**config.mk**
```make
export PLATFORM = sky130hd
export DESIGN_NAME = keypad_scan_encoder
export DESIGN_NICKNAME = d
export VERILOG_FILES = /design/src/rtl/keypad_scan_encoder.sv
export SDC_FILE = /design/constraint.sdc
export NUM_CORES = 1
export LEC_CHECK = 0
export CAP_MARGIN = 15
export CORE_UTILIZATION = 39
export DETAILED_ROUTE_END_ITERATION = 10
export PLACE_DENSITY_LB_ADDON = 0.1
export SYNTH_ARGS = -nofsm -noshare
export SYNTH_HDL_FRONTEND = slang
export SYNTH_SLANG_ARGS = --single-unit
```
**constraint.sdc**
```tcl
create_clock -name clk -period 2.2 [get_ports clk]
set_clock_uncertainty 0.05 [all_clocks]
set_input_delay 0.33 -clock clk [delete_from_list [all_inputs] [get_ports clk]]
set_output_delay 0.33 -clock clk [all_outputs]
set_load 0.05 [all_outputs]
```
**src/rtl/keypad_scan_encoder.sv**
```systemverilog
// keypad_scan_encoder
//
// Scans a 4x4 active-low matrix keypad one row at a time. The block
// debounces at frame granularity and reports each newly accepted key.
//
// Ports
//   clk        : single clock, all state changes on the rising edge
//   rst_n      : asynchronous active-low reset
//   col_n[3:0] : column sense lines, active-low, asynchronous to clk
//   row_n[0:3] : row strobes, active-low, exactly one bit low at a time
//   key_code   : last accepted key, row*4 + col
//   key_valid  : one-cycle pulse in the cycle after a frame accepts a press
//   key_held   : high from acceptance until the release is debounced
//   fsm_state  : debug view of the debounce FSM (IDLE/DEBOUNCE/PRESSED/RELEASE)
//
// Output protocol: key_valid is a single-cycle strobe with no back-pressure.
// key_code is valid in the key_valid cycle and holds until the next
// acceptance. key_valid never repeats until key_held has dropped.
//
// Timing: each row is strobed for SCAN_DIV cycles. The synchronized columns
// are sampled only on the last cycle of the dwell. This leaves the 2-flop
// synchronizer and the keypad wiring time to settle after the strobe moves,
// which is why SCAN_DIV must be at least 4. Four row samples form one frame.
// The FSM advances only on the row-3 sample.

module keypad_scan_encoder #(
  parameter int SCAN_DIV        = 4,
  parameter int DEBOUNCE_FRAMES = 2
) (
  input  logic       clk,
  input  logic       rst_n,
  input  logic [3:0] col_n,
  output logic [0:3] row_n,
  output logic [3:0] key_code,
  output logic       key_valid,
  output logic       key_held,
  output logic [1:0] fsm_state
);

  localparam int DIV_W = $clog2(SCAN_DIV);
  localparam int CNT_W = $clog2(DEBOUNCE_FRAMES + 1);

  localparam logic [1:0] IDLE     = 2'd0;
  localparam logic [1:0] DEBOUNCE = 2'd1;
  localparam logic [1:0] PRESSED  = 2'd2;
  localparam logic [1:0] RELEASE  = 2'd3;

  // ---------------------------------------------------------------------
  // Row scan timing
  // ---------------------------------------------------------------------
  logic [DIV_W-1:0] div_cnt;
  logic [1:0]       r;
  logic             dwell_last;
  logic             frame_end;

  assign dwell_last = (div_cnt == DIV_W'(SCAN_DIV - 1));
  assign frame_end  = dwell_last && (r == 2'd3);

  always_ff @(posedge clk or negedge rst_n) begin
    if (!rst_n) begin
      div_cnt <= '0;
      r       <= 2'd0;
    end else if (dwell_last) begin
      div_cnt <= '0;
      r       <= r + 2'd1;
    end else begin
      div_cnt <= div_cnt + DIV_W'(1);
    end
  end

  always_comb begin
    row_n    = 4'b1111;
    row_n[r] = 1'b0;
  end

  // ---------------------------------------------------------------------
  // Column synchronizer
  // ---------------------------------------------------------------------
  logic [3:0] col_s1;
  logic [3:0] col_s2;

  always_ff @(posedge clk or negedge rst_n) begin
    if (!rst_n) begin
      col_s1 <= 4'b0000;
      col_s2 <= 4'b0000;
    end else begin
      col_s1 <= col_n;
      col_s2 <= col_s1;
    end
  end

  // ---------------------------------------------------------------------
  // Per-frame priority encode: the lowest row wins, then the lowest column.
  // ---------------------------------------------------------------------
  logic       row_hit;
  logic [1:0] row_col;

  assign row_hit = ~&col_s2;

  always_comb begin
    row_col = 2'd0;
    for (int i = 3; i >= 0; i--) begin
      if (!col_s2[i]) row_col = 2'(i);
    end
  end

  logic       found_acc;
  logic [3:0] code_acc;

  // The row-0 sample restarts the accumulator. A later row contributes only
  // when no earlier row in the same frame has already reported a key.
  always_ff @(posedge clk or negedge rst_n) begin
    if (!rst_n) begin
      found_acc <= 1'b0;
      code_acc  <= 4'd0;
    end else if (dwell_last && ((r == 2'd0) || !found_acc)) begin
      found_acc <= row_hit;
      code_acc  <= {r, row_col};
    end
  end

  // The frame result combines rows 0..2 (accumulated) with the live row-3
  // sample. It is meaningful only when frame_end is high.
  logic       frame_found;
  logic [3:0] frame_code;

  assign frame_found = found_acc | row_hit;
  assign frame_code  = found_acc ? code_acc : {r, row_col};

  // ---------------------------------------------------------------------
  // Debounce FSM, evaluated at frame end only
  // ---------------------------------------------------------------------
  logic [1:0]       state;
  logic [3:0]       cand;
  logic [CNT_W-1:0] match_cnt;
  logic [CNT_W-1:0] rel_cnt;

  assign fsm_state = state;

  always_ff @(posedge clk or negedge rst_n) begin
    if (!rst_n) begin
      state     <= IDLE;
      cand      <= 4'd0;
      match_cnt <= '0;
      rel_cnt   <= '0;
      key_code  <= 4'd0;
      key_valid <= 1'b0;
      key_held  <= 1'b0;
    end else begin
      key_valid <= 1'b0;
      if (frame_end) begin
        case (state)
          IDLE: begin
            if (frame_found) begin
              cand <= frame_code;
              if (DEBOUNCE_FRAMES == 1) begin
                state     <= PRESSED;
                key_code  <= frame_code;
                key_valid <= 1'b1;
                key_held  <= 1'b1;
                match_cnt <= '0;
              end else begin
                state     <= DEBOUNCE;
                match_cnt <= CNT_W'(1);
              end
            end
          end

          DEBOUNCE: begin
            if (!frame_found) begin
              state     <= IDLE;
              match_cnt <= '0;
            end else if (frame_code != cand) begin
              cand      <= frame_code;
              match_cnt <= CNT_W'(1);
            end else if (match_cnt == CNT_W'(DEBOUNCE_FRAMES - 1)) begin
              state     <= PRESSED;
              key_code  <= cand;
              key_valid <= 1'b1;
              key_held  <= 1'b1;
              match_cnt <= '0;
            end else begin
              match_cnt <= match_cnt + CNT_W'(1);
            end
          end

          PRESSED: begin
            // Any found frame keeps the key held; a change of key while held
            // is not reported until a full release has been seen.
            if (!frame_found) begin
              if (DEBOUNCE_FRAMES == 1) begin
                state    <= IDLE;
                key_held <= 1'b0;
                rel_cnt  <= '0;
              end else begin
                state   <= RELEASE;
                rel_cnt <= CNT_W'(1);
              end
            end
          end

          RELEASE: begin
            if (frame_found) begin
              state   <= PRESSED;
              rel_cnt <= '0;
            end else if (rel_cnt == CNT_W'(DEBOUNCE_FRAMES - 1)) begin
              state    <= IDLE;
              key_held <= 1'b0;
              rel_cnt  <= '0;
            end else begin
              rel_cnt <= rel_cnt + CNT_W'(1);
            end
          end

          default: state <= IDLE;
        endcase
      end
    end
  end

endmodule

```
==> impl_results.md, run 1 <==
- Crit Path Max Fanout: 5
- P&R area growth vs syn: 32.12%
- Antenna Nets Post-Route: 0
- Max-cap violations: 0
- Syn avg cell area: 11.78 µm²
- Initial antenna violation count: 0
- Final hold violation count: 0
- Status: complete, no violations
- Die area: 0.003963 mm²
- Slew at the pin with the worst max-slew slack: 0.6111 ns
- Post-route setup TNS: 0 ns
- Drc violations: 0
- Crit Reg-Reg Startpoint: col_s2[0]
- Initial drt markers: 92
- GPL Wtd Cong: 0.8701
- # IOs: 18
- Post-CTS Hold Fix Bufs: 0
- Max Clk Rate: 465.7 MHz
- Final period util: 0.9760
- # setup viols final: 0
- Critical Path AT: 2.26 ns
- Fillers: 294
- Fin area: 0.001914 mm²
- Crit path from: col_s2[0]
- Detailed placement HPWL: 1936 µm
- Worst path slowest cell: dfrtp_1
- Vias: 1018
- GRT Total Usage: 0.1588
- LEAKAGE: 0.8679 nW
- #FFs+latches synth: 33
- CTS Buffer Depth: 2
- VDD IR max: 471.2 µV
- Port bufs: 17
- Global-route wire length before repair: 4823 µm
- Post-layout util: 0.5562
- Worst slew margin: 0.5899
- Crit. End Element: flop
- Synth unique cells: 34
- CP Launch Type: flop
- Post-Synthesis Cells: 123
- Gr ovfl total: 0
- CTS tree: built
- H-tree Lvls: 2
- Die Ht: 62.95 µm
- Layout cell share with drive strength beyond 1: 0.2688
- Core Region: 0.003442 mm²
- Initial DRT Pass Iterations: 4
- Worst Reg2Reg Path Length in Cells: 7
- CP endpoint: key_code[0]
- Pin count of the biggest net entering global routing: 34
- Fin nets: 170
- Wire per inst: 13.85 µm
- Fin crit period: 2.147 ns
- Starting density of the core: 0.4209
- Worst Path Required: 2.31 ns
- Rows: 21
- Antenna diodes: 0
- CTS Sinks: 33
- Mapped Area: 0.001449 mm²
- CTS Buf Count: 5
- CP Cell Sequence: nand2_1 > o31ai_4 > xnor2_2 > nand4_4 > nor4_4 > buf_4 > mux2_2
- Area post-placement: 0.001704 mm²
- Tot Pwr: 1.592 mW
- Syn Nets: 134
- Die width: 62.95 µm
- HP Class: reg2reg
- Via/cell ratio: 4.942
- CTS Root Cell: clkbuf_8
- Reg-to-reg slack, setup: 0.05 ns
- Routed wire length: 2853 µm
- Vias in the first global route: 1030
- Max Slew Vio Count: 0
- Clock slew at reported path FFs: 0.07 ns
- Pwr/cell area: 831.7 mW/mm²
- Clock Latency Late Sink: 0.27 ns
- Largest stage delay, worst path: 0.42 ns
- Hold Crit Depth: 0
- Critical path class: reg2reg
- End of the worst register-to-register path: key_code[0]
- Synth warn: 0
- Register area share after synthesis: 0.5699
## layer usage
layer / share of wire / GRT usage / vias to the layer above
met5: 0 / 0 / -
met4: 0.032 / 0.07849 / 0
met3: 0.035 / 0.04197 / 8
met2: 0.46 / 0.2312 / 24
met1: 0.47 / 0.2167 / 486
li1: - / - / 500
## worst min-delay path by stage
stage               startpoint         to  slack, ns
floorplan                rst_n  async pin      -0.02
global placement     col_s1[3]  col_s2[3]       0.28
detailed placement   col_s1[1]  col_s2[1]       0.29
CTS                  col_s1[1]  col_s2[1]       0.30
global route         col_s1[1]  col_s2[1]       0.31
finish               col_s1[1]  col_s2[1]       0.30
## power by group
| group | switching, mW | total, mW | internal, mW | leakage, nW |
|---|---|---|---|---|
| sequential | 0.0707 | 0.732 | 0.661 | 0.415 |
| clock | 0.213 | 0.496 | 0.283 | 0.0542 |
| combinational | 0.203 | 0.365 | 0.162 | 0.399 |
| total | 0.487 | 1.59 | 1.11 | 0.868 |
## layout by cell type (no fill, tap or decap), drive strengths merged
| cell type | instances |
|---|---|
| mux2 | 6 |
| and2 | 1 |
| nand2b | 2 |
| o22a | 1 |
| nor2 | 7 |
| o31ai | 3 |
| inv | 9 |
| nand4 | 3 |
| clkbuf | 7 |
| o221ai | 1 |
| o21ai | 6 |
| nor3 | 1 |
| dfrtp | 33 |
| mux2i | 5 |
| o211ai | 1 |
| buf | 18 |
| clkinv | 1 |
| nand3 | 4 |
| o31a | 1 |
| or2 | 1 |
| o21a | 1 |
| nand4b | 1 |
| nor4 | 3 |
| nand2 | 16 |
| clkdlybuf4s50 | 13 |
| xnor2 | 4 |
| ha | 5 |
| a21oi | 1 |
| xor2 | 1 |
| nor3b | 2 |
| o32a | 1 |
| a31oi | 1 |
## cells by family (layout without fill, tap and decap cells)
kind of cell,Yosys count,after routing,share of synthesized area
AND/OR/NAND/NOR,41,41,0.1623
flip-flops,33,33,0.5699
AO/OA/AOI/OAI,17,17,0.07945
multiplexers,11,11,0.08117
buffers and inverters,11,48,0.03367
adder cells (fa/ha/maj),5,5,0.04318
XOR/XNOR,5,5,0.03022
## synth_stat cells
master / count / area, µm²
a21oi_1: 1 / 5.000
a31oi_1: 1 / 6.260
and2_1: 1 / 6.260
buf_6: 1 / 11.26
clkbuf_1: 1 / 3.750
dfrtp_1: 33 / 825.8
ha_1: 5 / 62.56
inv_1: 9 / 33.78
mux2_2: 6 / 67.56
mux2i_1: 5 / 50.05
nand2_1: 16 / 60.06
nand2b_1: 2 / 12.51
nand3_1: 4 / 20.02
nand4_1: 2 / 12.51
nand4_4: 1 / 21.27
nand4b_1: 1 / 8.760
nor2_1: 6 / 22.52
nor2_4: 1 / 11.26
nor3_1: 1 / 5.000
nor3b_1: 2 / 15.01
nor4_1: 2 / 12.51
nor4_4: 1 / 21.27
o211ai_1: 1 / 7.510
o21a_1: 1 / 7.510
o21ai_0: 5 / 25.02
o21ai_1: 1 / 5.000
o221ai_1: 1 / 8.760
o22a_1: 1 / 8.760
o31a_1: 1 / 8.760
o31ai_1: 3 / 22.52
o32a_1: 1 / 10.01
or2_2: 1 / 6.260
xnor2_1: 4 / 35.03
xor2_1: 1 / 8.760
## final cells by class
cell class / instances / area (µm²) / area share
sequential: 33 / 827.0 / 0.4320
multi-input combinational: 79 / 629.4 / 0.3288
timing repair buffer: 31 / 265.3 / 0.1386
clock buffer: 7 / 96.34 / 0.05033
tap: 46 / 57.56 / 0.03007
inverter: 9 / 33.78 / 0.01765
clock inverter: 1 / 5.005 / 0.002614
## sequential cells by signal (all words and copies together) (netlist names), 2 cells and up, named ones only
register	flops
cand	4
code_acc	4
col_s1	4
col_s2	4
key_code	4
div_cnt	2
match_cnt	2
r	2
rel_cnt	2
## worst max-delay path, delay by kind of cell, from the launching register on
family                    cells  cell delay, ns
xor gates and xnor gates      1            0.18
DFF                           1            0.42
and+or+nand+nor               3            0.54
muxes                         1            0.33
buffers and inverters         1            0.18
AOI/OAI and AO/OA             1            0.34
## metrics by stage
step / worst slack [ns] / std cells / hold WS, ns
final: 0.05276 / 206 / 0.2972
after global routing: -0.008854 / 206 / 0.3149
after CTS: 0.04727 / 199 / 0.3008
after detailed placement: -0.1215 / 191 / 0.2856
after global placement: -0.006953 / 191 / 0.2823
after floorplan: 0.04392 / 123 / -0.01559
## repair_timing
action | 4_1_cts | 5_1_grt
setup buffers | 0 | 7
gates resized for setup | 1 | 8
endpoints found under the setup margin | 4 | 4
pin swaps | 1 | 3
hold endpoints to repair | 0 | 0
Power figures use the tool's default switching activity.
==> run 2: changes to the inputs <==
--- a/config.mk
+++ b/config.mk
@@ -8,6 +8,7 @@
 export CAP_MARGIN = 15
 export CORE_UTILIZATION = 39
 export DETAILED_ROUTE_END_ITERATION = 10
+export HOLD_SLACK_MARGIN = 0.05
 export PLACE_DENSITY_LB_ADDON = 0.1
 export SYNTH_ARGS = -nofsm -noshare
 export SYNTH_HDL_FRONTEND = slang
==> constraint.sdc (replaced) <==
create_clock -name clk -period 2.7 [get_ports clk]
set_clock_uncertainty 0.05 [all_clocks]
set_input_delay 0.405 -clock clk [delete_from_list [all_inputs] [get_ports clk]]
set_output_delay 0.405 -clock clk [all_outputs]
set_load 0.05 [all_outputs]
==> run 2 against run 1 <==
Effect of this change:
- first-iteration DRC count is 65% lower
- hold slack worse by 0.00089 ns
- clock-buffer cell count is 1 higher
- flip-flop and latch count stayed put
- non-clock buffer count is 13 lower
- utilization is 4.8 points lower
- global-route usage is 0.69 points lower
- combinational power is 31% lower
- sequential share of layout area is 4.0 points higher
- design area is 8.6% lower
- critical path type is now reg2out
==> impl_results.md, run 2 (synthesis results as in run 1) <==
- Clk pwr share: 0.292 (was 0.311)
- Layout cell share with drive strength beyond 1: 0.1088 (was 0.2688)
- Post-CTS Setup Bufs: 0 (unchanged)
- Net Sw Frac: 0.3097 (was 0.3056)
- CP Launch Type: flop (unchanged)
- Hold Slack: 0.2963 ns (was 0.2972 ns)
- Max-cap violations: 0 (unchanged)
- Worst Path Required: 2.25 ns (was 2.31 ns)
- Worst slew margin: 0.6180 (was 0.5899)
- Met3 Track Usage GR: 0.05839 (was 0.04197)
- Rows: 21 (unchanged)
- Critical path's most frequent cell: inv_1
- Area of the multi-input gates: 574.3 µm² (was 629.4 µm²)
- Routed wire length: 2453 µm (was 2853 µm)
- Gr ovfl total: 0 (unchanged)
- Antenna Nets Post-Route: 0 (unchanged)
- Slew at the pin with the worst max-slew slack: 0.5692 ns (was 0.6111 ns)
- Post-route setup TNS: 0 ns (unchanged)
- Die width: 62.95 µm (unchanged)
- Drc violations: 0 (unchanged)
- GR Util met1: 0.1854 (was 0.2167)
- Antenna diodes: 0 (unchanged)
- Pin count of the biggest net entering global routing: 34 (unchanged)
- VDD IR max: 300.5 µV (was 471.2 µV)
- Wire per inst: 12.71 µm (was 13.85 µm)
- Die Ht: 62.95 µm (unchanged)
- Area post-placement: 0.001669 mm² (was 0.001704 mm²)
- Core Region: 0.003442 mm² (unchanged)
- Place WS: 0.3336 ns (was -0.1215 ns)
- Port bufs: 17 (unchanged)
- Initial antenna violation count: 0 (unchanged)
- Worst path slowest cell: clkdlybuf4s50_1 (was dfrtp_1)
- Fin area: 0.001749 mm² (was 0.001914 mm²)
- Via/cell ratio: 4.886 (was 4.942)
- CTS tree: built (unchanged)
- Crit Reg-Reg Startpoint: col_s2[3] (was col_s2[0])
- GPL Wtd Cong: 0.8051 (was 0.8701)
- CTS Buf Count: 5 (unchanged)
- LEAKAGE: 0.7745 nW (was 0.8679 nW)
- Initial DRT Pass Iterations: 4 (unchanged)
- Post-layout util: 0.5082 (was 0.5562)
- Global-route wire length before repair: 4505 µm (was 4823 µm)
- P&R area growth vs syn: 20.73% (was 32.12%)
- GR Layer Usage met2: 0.2352 (was 0.2312)
- Worst Reg2Reg Path Length in Cells: 6 (was 7)
- RSZ-0062 raised after global routing: no
- CTS Sinks: 33 (unchanged)
- Reg-to-reg slack, setup: 0.37 ns (was 0.05 ns)
- Max Clk Rate: 424.7 MHz
- Crit Path Max Fanout: 5 (unchanged)
- Busiest grt layer: met2 (unchanged)
- Vias: 943 (was 1018)
- Flop pwr share: 0.496 (was 0.460)
- Tot Pwr: 1.190 mW (was 1.592 mW)
- Vias in the first global route: 947 (was 1030)
- H-tree Lvls: 2 (unchanged)
- Pint: 0.8212 mW (was 1.106 mW)
- Largest stage delay, worst path: 0.79 ns (was 0.42 ns)
- Placed insts: 185 (was 191)
- # setup viols final: 0 (unchanged)
- Sequential cell area: 825.8 µm² (was 827.0 µm²)
- Most common cell after layout, fill and taps aside: dfrtp_1 (unchanged)
- Clock slew at reported path FFs: 0.06 ns (was 0.07 ns)
- Post-route setup slack: 0.3455 ns (was 0.05276 ns)
- Initial drt markers: 32 (was 92)
- Fin nets: 157 (was 170)
- Post-cts sizing count: 0 (was 1)
- Critical path class: reg2out (was reg2reg)
- Final hold violation count: 0 (unchanged)
- Max Slew Vio Count: 0 (unchanged)
- HP Class: reg2reg (unchanged)
- Most frequent cells in the layout: dfrtp_1 (33), clkdlybuf4s50_1 (17), nand2_1 (16) (was dfrtp_1 (32), buf_4 (18), nand2_1 (16))
- Crit. End Element: output port (was flop)
- Post-Layout Cell Count: 193 (was 206)
- Fin crit period: 2.354 ns
- Critical Path AT: 1.90 ns (was 2.26 ns)
- Pwr/cell area: 680.1 mW/mm² (was 831.7 mW/mm²)
- Clock Latency Late Sink: 0.28 ns (was 0.27 ns)
- # IOs: 18 (unchanged)
- Detailed placement HPWL: 1794 µm (was 1936 µm)
- Die area: 0.003963 mm² (unchanged)
- Post-CTS Hold Fix Bufs: 0 (unchanged)
- End of the worst register-to-register path: key_code[3] (was key_code[0])
- Final period util: 0.8720
- CP Cell Sequence: inv_1 > ha_1 > inv_1 > clkdlybuf4s50_1 (was nand2_1 > o31ai_4 > xnor2_2 > nand4_4 > nor4_4 > buf_4 > mux2_2)
- Crit path from: r[0] (was col_s2[0])
- CP endpoint: row_n[0] (was key_code[0])
- CTS Buffer Depth: 2 (unchanged)
- GRT Total Usage: 0.1519 (was 0.1588)
- Hold Crit Depth: 0 (unchanged)
- Status: complete, no violations (unchanged)
- CTS Root Cell: clkbuf_8 (unchanged)
- Fillers: 314 (was 294)
- Psw: 0.3684 mW (was 0.4866 mW)
- Starting density of the core: 0.4209 (unchanged)
- Logic pwr share: 0.212 (was 0.229)
==> run 2: cell count changes in the layout (fill, tap and decap cells not counted), sizes merged <==
cell           delta
clkinv            -1
clkbuf            +1
clkdlybuf4s50     +4
buf              -17
==> run 2: layout make-up <==
class / instances / area share
timing repair buffer: 18 / 0.1016
tap: 46 / 0.03290
clock buffer: 8 / 0.04578
multi-input combinational: 79 / 0.3283
inverter: 9 / 0.01931
sequential: 33 / 0.4721
==> run 2: worst min path at each step <==
stage,from,to
final,col_s1[3],col_s2[3]
after global routing,col_s1[1],col_s2[1]
after CTS,col_s1[0],col_s2[0]
after global placement,col_s1[3],col_s2[3]
after floorplan,rst_n,async pin
after detailed placement,col_s1[0],col_s2[0]
==> run 2: critical path, delay by kind of cell, from the launching register on <==
kind / cells / cell delay [ns]
flops: 1 / 0.44
fa+ha+maj: 1 / 0.22
buf+inv: 3 / 0.95
==> run 2: power groups by stage <==
stage	clock, mW	combinational (mW)	sequential (mW)
2_1_floorplan	0	0.101	0.667
3_3_place_gp	0	0.253	0.600
3_5_place_dp	0	0.256	0.599
4_1_cts	0.362	0.256	0.590
5_1_grt	0.392	0.270	0.599
6_report	0.347	0.252	0.590
==> run 2: per-layer routing <==
layer / routed length [µm] / vias up
met2: 1147 / 17
met1: 1164 / 445
met4: 41 / 0
met5: 0 / -
met3: 100 / 6
li1: - / 475
==> run 3: changes to the inputs <==
--- a/config.mk
+++ b/config.mk
@@ -9,7 +9,6 @@
 export CORE_UTILIZATION = 39
 export DETAILED_ROUTE_END_ITERATION = 10
 export HOLD_SLACK_MARGIN = 0.05
-export PLACE_DENSITY_LB_ADDON = 0.1
 export SYNTH_ARGS = -nofsm -noshare
 export SYNTH_HDL_FRONTEND = slang
 export SYNTH_SLANG_ARGS = --single-unit
==> run 3 against run 2 <==
Effect of this change:
- global-route usage is essentially flat
- wire length increased by 0.57%
- clock-buffer cell count unchanged
- critical endpoint unchanged
- largest power group unchanged
- highest routed layer unchanged
==> impl_results.md, run 3 (synthesis results as in run 1) <==
- Max Slew Vio Count: 0 (unchanged)
- Fillers: 330 (was 314)
- CTS Sinks: 33 (unchanged)
- Post-route setup TNS: 0 ns (unchanged)
- # IOs: 18 (unchanged)
- Clk pwr share: 0.291 (was 0.292)
- # setup viols final: 0 (unchanged)
- Final period util: 0.8688 (was 0.8720)
- Die Ht: 62.95 µm (unchanged)
- Pint: 0.8212 mW (about the same)
- Max-cap violations: 0 (unchanged)
- GRT Total Usage: 0.1515 (was 0.1519)
- Largest stage delay, worst path: 0.79 ns (about the same)
- P&R area growth vs syn: 20.73% (unchanged)
- Placed insts: 185 (unchanged)
- Wire per inst: 12.78 µm (was 12.71 µm)
- Post-Layout Cell Count: 193 (unchanged)
- Hold Slack: 0.2979 ns (was 0.2963 ns)
- LEAKAGE: 0.7745 nW (unchanged)
- Die width: 62.95 µm (unchanged)
- Tot Pwr: 1.189 mW (was 1.190 mW)
- CP Launch Type: flop (unchanged)
- Crit path max-delay family: buffers and inverters (unchanged)
- Slew at the pin with the worst max-slew slack: 0.5859 ns (was 0.5692 ns)
- Global-route wire length before repair: 4512 µm (was 4505 µm)
- Core Region: 0.003442 mm² (unchanged)
- CP Cell Sequence: inv_1 > ha_1 > inv_1 > clkdlybuf4s50_1 (unchanged)
- Net Sw Frac: 0.3094 (was 0.3097)
- HP Class: reg2reg (unchanged)
- Crit Path Max Fanout: 5 (unchanged)
- Post-CTS Setup Bufs: 0 (unchanged)
- Worst path bufs/invs: 3 (unchanged)
- Pwr/cell area: 679.9 mW/mm² (was 680.1 mW/mm²)
- Antenna diodes: 0 (unchanged)
- CTS Buffer Depth: 2 (unchanged)
- Worst Path Required: 2.25 ns (about the same)
- Gr ovfl total: 0 (unchanged)
- Vias in the first global route: 999 (was 947)
- Critical Path AT: 1.89 ns (was 1.90 ns)
- Flop pwr share: 0.497 (was 0.496)
- Crit path from: r[0] (unchanged)
- Die area: 0.003963 mm² (unchanged)
- Initial drt markers: 41 (was 32)
- Post-cts sizing count: 0 (unchanged)
- Most frequent cells in the layout: dfrtp_1 (33), clkdlybuf4s50_1 (17), nand2_1 (16) (unchanged)
- VDD IR max: 360.5 µV (was 300.5 µV)
- GPL Wtd Cong: 0.8442 (was 0.8051)
- Logic pwr share: 0.213 (was 0.212)
- Clock slew at reported path FFs: 0.06 ns (about the same)
- Initial DRT Pass Iterations: 3 (was 4)
- CTS Root Cell: clkbuf_8 (unchanged)
- Drc violations: 0 (unchanged)
- Initial antenna violation count: 0 (unchanged)
- H-tree Lvls: 2 (unchanged)
- Max Clk Rate: 426.3 MHz (was 424.7 MHz)
- Status: complete, no violations (unchanged)
- Fin crit period: 2.346 ns (was 2.354 ns)
- Worst path slowest cell: clkdlybuf4s50_1 (unchanged)
- CTS Buf Count: 5 (unchanged)
- Fin nets: 157 (unchanged)
- Worst slew margin: 0.6068 (was 0.6180)
- Most common cell after layout, fill and taps aside: dfrtp_1 (unchanged)
- Crit Reg-Reg Startpoint: col_s2[3] (unchanged)
- CTS tree: built (unchanged)
- Post-CTS Hold Fix Bufs: 0 (unchanged)
- Post-layout util: 0.5082 (unchanged)
- Psw: 0.3680 mW (was 0.3684 mW)
- Vias: 949 (was 943)
- Rows: 21 (unchanged)
- Crit. End Element: output port (unchanged)
- Critical path class: reg2out (unchanged)
- Antenna Nets Post-Route: 0 (unchanged)
- Pin count of the biggest net entering global routing: 34 (unchanged)
- Port bufs: 17 (unchanged)
- Routed wire length: 2467 µm (was 2453 µm)
- Layout cell share with drive strength beyond 1: 0.1088 (unchanged)
- Final hold violation count: 0 (unchanged)
- Detailed placement HPWL: 1774 µm (was 1794 µm)
- Starting density of the core: 0.4209 (unchanged)
- Hold path start: col_s1[0] (was col_s1[3])
- Via/cell ratio: 4.917 (was 4.886)
- RSZ-0062 raised after global routing: no (unchanged)
- Clock Latency Late Sink: 0.28 ns (about the same)
- Critical path's most frequent cell: inv_1 (unchanged)
run 3: worst register-to-register path: cells and delay by family, from the launching register on:
kind             cells  cell delay [ns]
AND/OR/NAND/NOR      3             0.84
AO/OA/AOI/OAI        1             0.35
flip-flops           1             0.37
XOR/XNOR             1             0.24
multiplexers         1             0.38
run 3: final timing paths:
path	slack (ns)	cells after the start	to
max	0.35	4	row_n[0]
min	0.30	0	col_s2[0]
max reg2reg	0.37	6	key_code[0]
min reg2reg	0.30	0	col_s2[0]
max in group asynchronous	1.83	2	col_s1[2]
min in group asynchronous	0.48	2	async pin
run 3: power by group through the flow:
| stage | combinational [mW] | sequential, mW | clock [mW] |
|---|---|---|---|
| floorplan | 0.101 | 0.667 | 0 |
| global placement | 0.252 | 0.598 | 0 |
| detailed placement | 0.254 | 0.600 | 0 |
| CTS | 0.256 | 0.591 | 0.361 |
| global route | 0.274 | 0.600 | 0.385 |
| finish | 0.253 | 0.591 | 0.346 |
run 3: metrics by stage:
| step | setup WS (ns) | cell area [µm²] |
|---|---|---|
| finish | 0.3542 | 1749 |
| CTS | 0.3371 | 1749 |
| floorplan | 0.5439 | 1449 |
| detailed placement | 0.3669 | 1669 |
| global route | 0.2142 | 1749 |
| global placement | 0.4067 | 1669 |
run 3: layout make-up:
| class | instances | area, µm² | share of cell area |
|---|---|---|---|
| sequential | 33 | 825.8 | 0.4721 |
| multi-input combinational | 79 | 574.3 | 0.3283 |
| timing repair buffer | 18 | 177.7 | 0.1016 |
| clock buffer | 8 | 80.08 | 0.04578 |
| tap | 46 | 57.56 | 0.03290 |
| inverter | 9 | 33.78 | 0.01931 |
run 3: per-layer routing:
metal | vias to the layer above | global-route usage | part of all wire
met2 | 19 | 0.2325 | 0.46
met1 | 450 | 0.1841 | 0.48
met5 | - | 0 | 0
met4 | 0 | 0.1076 | 0.028
met3 | 7 | 0.03832 | 0.033
li1 | 473 | - | -
